[src/rtl/uart_tx_fifo.sv]
// uart_tx_fifo: 8N1 UART transmitter fed by a small byte FIFO.
// Frames leave back to back, with no idle gap, while the FIFO holds data.
module uart_tx_fifo #(
  parameter int unsigned CLKS_PER_BIT = 217,
  parameter int unsigned FIFO_DEPTH   = 4
) (
  input  logic                         i_clock,
  input  logic                         i_reset_n,
  input  logic                         i_tx_dv,
  input  logic [7:0]                   i_tx_byte,
  output logic                         o_tx_ready,
  output logic                         o_tx_serial,
  output logic                         o_tx_active,
  output logic                         o_tx_done,
  output logic [$clog2(FIFO_DEPTH):0]  o_fifo_count
);

  localparam int unsigned PTR_W  = $clog2(FIFO_DEPTH);
  localparam int unsigned CNT_W  = PTR_W + 1;
  localparam int unsigned BAUD_W = $clog2(CLKS_PER_BIT);

  localparam logic [BAUD_W-1:0] BAUD_LAST = BAUD_W'(CLKS_PER_BIT - 1);
  localparam logic [CNT_W-1:0]  CNT_FULL  = CNT_W'(FIFO_DEPTH);
  localparam logic [CNT_W-1:0]  CNT_ZERO  = '0;

  typedef enum logic [1:0] {
    S_IDLE  = 2'd0,
    S_START = 2'd1,
    S_DATA  = 2'd2,
    S_STOP  = 2'd3
  } state_e;

  state_e             state_q, state_d;
  logic [BAUD_W-1:0]  baud_q, baud_d;
  logic [2:0]         bit_q, bit_d;
  logic [7:0]         shift_q, shift_d;

  logic [7:0]         mem_q [FIFO_DEPTH];
  logic [PTR_W-1:0]   wr_ptr_q, wr_ptr_d;
  logic [PTR_W-1:0]   rd_ptr_q, rd_ptr_d;
  logic [CNT_W-1:0]   count_q, count_d;

  logic               ready_q, ready_d;
  logic               serial_q, serial_d;
  logic               active_q, active_d;
  logic               done_q, done_d;

  logic               push;
  logic               pop;
  logic               baud_last;
  logic               has_data;

  assign push      = i_tx_dv && ready_q;
  assign baud_last = (baud_q == BAUD_LAST);
  assign has_data  = (count_q != CNT_ZERO);

  // Frame sequencer: pops the head byte on entry to START
  always_comb begin
    state_d = state_q;
    baud_d  = baud_q;
    bit_d   = bit_q;
    shift_d = shift_q;
    pop     = 1'b0;

    unique case (state_q)
      S_IDLE: begin
        if (has_data) begin
          pop     = 1'b1;
          shift_d = mem_q[rd_ptr_q];
          baud_d  = '0;
          state_d = S_START;
        end
      end
      S_START: begin
        if (baud_last) begin
          baud_d  = '0;
          bit_d   = 3'd0;
          state_d = S_DATA;
        end else begin
          baud_d  = baud_q + BAUD_W'(1);
        end
      end
      S_DATA: begin
        if (baud_last) begin
          baud_d = '0;
          if (bit_q == 3'd7) begin
            state_d = S_STOP;
          end else begin
            bit_d = bit_q + 3'd1;
          end
        end else begin
          baud_d = baud_q + BAUD_W'(1);
        end
      end
      S_STOP: begin
        if (baud_last) begin
          baud_d = '0;
          if (has_data) begin
            pop     = 1'b1;
            shift_d = mem_q[rd_ptr_q];
            state_d = S_START;
          end else begin
            state_d = S_IDLE;
          end
        end else begin
          baud_d = baud_q + BAUD_W'(1);
        end
      end
      default: begin
        state_d = S_IDLE;
        baud_d  = '0;
        bit_d   = 3'd0;
      end
    endcase
  end

  // FIFO bookkeeping; a write while full is rejected even if a pop happens
  always_comb begin
    wr_ptr_d = wr_ptr_q;
    rd_ptr_d = rd_ptr_q;
    count_d  = count_q + CNT_W'(push) - CNT_W'(pop);
    if (push) begin
      wr_ptr_d = wr_ptr_q + PTR_W'(1);
    end
    if (pop) begin
      rd_ptr_d = rd_ptr_q + PTR_W'(1);
    end
  end

  // Outputs are derived from next-state values so they register cleanly
  always_comb begin
    serial_d = 1'b1;
    active_d = (state_d != S_IDLE);
    done_d   = (state_d == S_STOP) && (baud_d == BAUD_LAST);
    ready_d  = (count_d != CNT_FULL);
    unique case (state_d)
      S_START: serial_d = 1'b0;
      S_DATA:  serial_d = shift_d[bit_d];
      default: serial_d = 1'b1;
    endcase
  end

  always_ff @(posedge i_clock or negedge i_reset_n) begin
    if (!i_reset_n) begin
      state_q  <= S_IDLE;
      baud_q   <= '0;
      bit_q    <= 3'd0;
      shift_q  <= 8'h00;
      wr_ptr_q <= '0;
      rd_ptr_q <= '0;
      count_q  <= '0;
      ready_q  <= 1'b1;
      serial_q <= 1'b1;
      active_q <= 1'b0;
      done_q   <= 1'b0;
    end else begin
      state_q  <= state_d;
      baud_q   <= baud_d;
      bit_q    <= bit_d;
      shift_q  <= shift_d;
      wr_ptr_q <= wr_ptr_d;
      rd_ptr_q <= rd_ptr_d;
      count_q  <= count_d;
      ready_q  <= ready_d;
      serial_q <= serial_d;
      active_q <= active_d;
      done_q   <= done_d;
    end
  end

  // Storage needs no reset; occupancy is tracked by the pointers and count
  always_ff @(posedge i_clock) begin
    if (push) begin
      mem_q[wr_ptr_q] <= i_tx_byte;
    end
  end

  assign o_tx_ready   = ready_q;
  assign o_tx_serial  = serial_q;
  assign o_tx_active  = active_q;
  assign o_tx_done    = done_q;
  assign o_fifo_count = count_q;

endmodule

[config.mk]
export PLATFORM = sky130hd
export DESIGN_NAME = uart_tx_fifo
export DESIGN_NICKNAME = d
export VERILOG_FILES = /design/src/rtl/uart_tx_fifo.sv
export SDC_FILE = /design/constraint.sdc
export NUM_CORES = 1
export LEC_CHECK = 0
export CAP_MARGIN = 0
export CORE_AREA = 5 5 70 120
export CTS_CLUSTER_DIAMETER = 60
export DETAILED_ROUTE_END_ITERATION = 10
export DIE_AREA = 0 0 75 125
export DONT_BUFFER_PORTS = 1
export SLEW_MARGIN = 30
export SYNTH_ARGS = -nofsm -noshare
export SYNTH_HDL_FRONTEND = slang
export SYNTH_SLANG_ARGS = --single-unit
[constraint.sdc]
create_clock -name i_clock -period 4 [get_ports i_clock]
set_input_delay 0.6 -clock i_clock [delete_from_list [all_inputs] [get_ports i_clock]]
set_output_delay 0.6 -clock i_clock [all_outputs]
set_load 0.03 [all_outputs]
==> run summary <==
Max Fclk - 349 MHz
# DRC - 0
# clock sinks - 64
crit path buf inv count - 3
routability cong. - 0.811
final net count - 272
asr flop ratio synth - 50.0%
measured slew at the worst slew-check pin - 771 ps
RSZ-0062 raised after global routing - false
Gate power share - 10.3%
Root Driver - clkbuf_16
area grow syn2layout - 12.3%
Multi-input gate area - 0.00123 mm^2
sequential share of the synthesized area - 56.9%
Crit path arrival time - 3110 ps
Ant. Diodes - 0
Core ar. - 0.00741 mm^2
grt ovf - 0
share of cells above drive strength 1 - 18.3%
drt initial violations - 190
Clock Skew - 6.01 ps
Total Wirelength - 5910 um
setup bufs post-CTS - 0
FP Rows - 42
Critical Path Fanout Max - 5
max-slew violations - 0
CTS buffer count - 9
post-synthesis cell type count - 62
die width - 75 um
GRT Total Usage - 14.4%
Max-slew headroom - 48.6%
kind of critical path - flop to flop
clock-pin transition on the worst setup and hold timing paths - 50 ps
Post-CTS Hold Fix Bufs - 1
Post-CTS Resized - 0
final worst path period need - 2860 ps
DR vias/cell - 5.59
YS warnings - 0
fill count - 631
first-pass GRT wire length - 9850 um
post-synth net total - 265
Post-synth EDFFs - 32
clk buf depth - 2
slowest CP cell - dfrtp_1
Worst path most repeated cell - ha_1
dpl hpwl - 4260 um
htree depth - 3
Crit path largest cell delay - 390 ps
Int Pwr - 1.35 mW
pwr/cell area - 516 mW/mm^2
Post-Syn Instances - 239
worst path cell trace - inv_1, ha_1, and4_4, a31oi_1, nand2b_4, inv_2, ha_1, inv_1, ha_1, fa_1, xnor2_1, nand2_1
die span in y - 125 um
Post-Syn Area - 0.00310 mm^2
Buffers on Ports - 0
I/O Pins - 18
first drt pass iteration count - 4
CP startpoint kind - flop
utilization after layout - 47.0%
largest net degree at the start of global routing - 31
Flop pwr share - 49.0%
vias in the first global route - 1996
CP top delay family - adder cells
status - finished, final reports clean
Initial Util - 41.9%
Worst EP required - 4240 ps
Critical Path End Type - flop
FF+latch area - 0.00176 mm^2
CTS tree - yes
Routed Antenna Nets - 0
top_reg_cell synth - edfxtp_1
WL per Instance - 17.4 um
Leakage - 1.35 nW
Clock Latency Late Sink - 320 ps
Sw Share - 24.9%
switching power - 0.448 mW
DR vias - 1896
Fin. Hold Viols - 0
Worst Hold Class - input pin to asynchronous set/reset pin
setup violators final - 0
Post-Route Hold Slack - 98.7 ps
Clk pwr share - 40.7%
die area - 0.00938 mm^2
maximum VDD drop - 0.340 mV
#FFs+latches synth - 64
final worst-path cycle share - 71.6%
max-cap violations - 0
initial antenna violation count - 0
Sum Neg Setup Slack - 0 ps
Avg Cell Area, Syn - 13.0 um^2
final timing paths:
path,slack (ps),to,from,cells after the start
min in group i_clock,370,mem_q[3][4],i_tx_byte[4],0
hold / removal,100,bit_q[2],i_reset_n,1
max in group asynchronous,3730,shift_q[3],i_reset_n,1
hold reg to reg,470,shift_q[3],shift_q[3],2
setup / recovery,1140,o_tx_ready,baud_q[0],12
setup reg to reg,1140,o_tx_ready,baud_q[0],12
synthesized netlist by cell type (all sizes together), types with 2 or more instances:
master	count	area (um^2)
a2111oi	2	18.8
dfstp	2	52.6
mux4	5	113
a21oi	7	38.8
edfxtp	32	961
or3b	2	20.0
nor4b	2	23.8
mux2	4	45.0
a31oi	2	12.5
a22o	4	35.0
mux2i	5	50.1
nor2	13	58.8
a211oi	5	37.5
a2bb2oi	3	26.3
inv	20	75.1
ha	14	175
xnor2	4	35.0
and3	6	38.8
nand2b	3	26.3
nand4	2	27.5
buf	4	26.3
nand3	8	40.0
nand2	17	71.3
o21ai	16	95.1
a21o	3	22.5
or2	2	12.5
nor3b	4	41.3
dfrtp	30	751
layer usage:
metal,vias to the layer above,GRT usage (%),routed length (um)
met2,42,25.3,3440
met1,945,14.2,2090
li1,900,-,-
met3,9,5.38,255
met5,-,0,0
met4,0,7.23,125
power groups by stage:
stage	Combinational, mW	Sequential, mW	Clock, mW
final	0.185	0.880	0.731
after global routing	0.213	0.888	0.790
after CTS	0.194	0.882	0.752
after detailed placement	0.183	0.893	0
after global placement	0.182	0.887	0
after floorplan	0.140	0.877	0
cell type report:
type	count	area share [%]
clock buffer	11	6.68
inverter	20	2.16
timing repair buffer	1	0.575
multi-input combinational	150	35.4
tap	88	3.16
clock inverter	5	1.40
sequential	64	50.6
cells in the final DEF (no fill, tap or decap), types with 2 or more instances in the layout:
| master | count |
|---|---|
| mux4_2 | 5 |
| clkinv_2 | 3 |
| nand2b_1 | 2 |
| mux2i_1 | 5 |
| ha_1 | 14 |
| xnor2_1 | 4 |
| nand2_1 | 16 |
| a21oi_1 | 6 |
| dfrtp_1 | 30 |
| a31oi_1 | 2 |
| a21o_1 | 3 |
| inv_1 | 18 |
| nor2_1 | 11 |
| and3_1 | 5 |
| clkbuf_16 | 9 |
| dfstp_2 | 2 |
| mux2_2 | 4 |
| a2bb2oi_1 | 3 |
| a22o_1 | 4 |
| inv_2 | 2 |
| o21ai_1 | 3 |
| a211oi_1 | 5 |
| edfxtp_1 | 32 |
| o21ai_0 | 11 |
| or2_2 | 2 |
| nor3b_1 | 3 |
| nand3_1 | 8 |
| clkbuf_1 | 2 |
flip-flops by register name (all words and copies together), names as in the netlist:
name          cells
mem_q            32
baud_q            8
shift_q           8
bit_q             3
o_fifo_count      3
rd_ptr_q          2
state_q           2
wr_ptr_q          2
o_tx_active       1
o_tx_done         1
o_tx_ready        1
o_tx_serial       1
logic make-up after synthesis:
logic type | share of synthesized area (%)
AND/OR/NAND/NOR | 13.3
flip-flops | 56.9
AO/OA/AOI/OAI | 12.1
buffers and inverters | 3.39
adder cells (fa/ha/maj) | 6.29
multiplexers | 6.70
XOR/XNOR | 1.41
stage by stage:
| step | total power [mW] | instances | area, um^2 | setup WS, ps |
|---|---|---|---|---|
| floorplan | 1.02 | 239 | 3100 | 1450 |
| global placement | 1.07 | 322 | 3180 | 1150 |
| detailed placement | 1.08 | 322 | 3180 | 1150 |
| CTS | 1.83 | 339 | 3480 | 1120 |
| global route | 1.89 | 339 | 3480 | 937 |
| finish | 1.80 | 339 | 3480 | 1140 |
No activity file was read; power rests on OpenSTA's default activity.
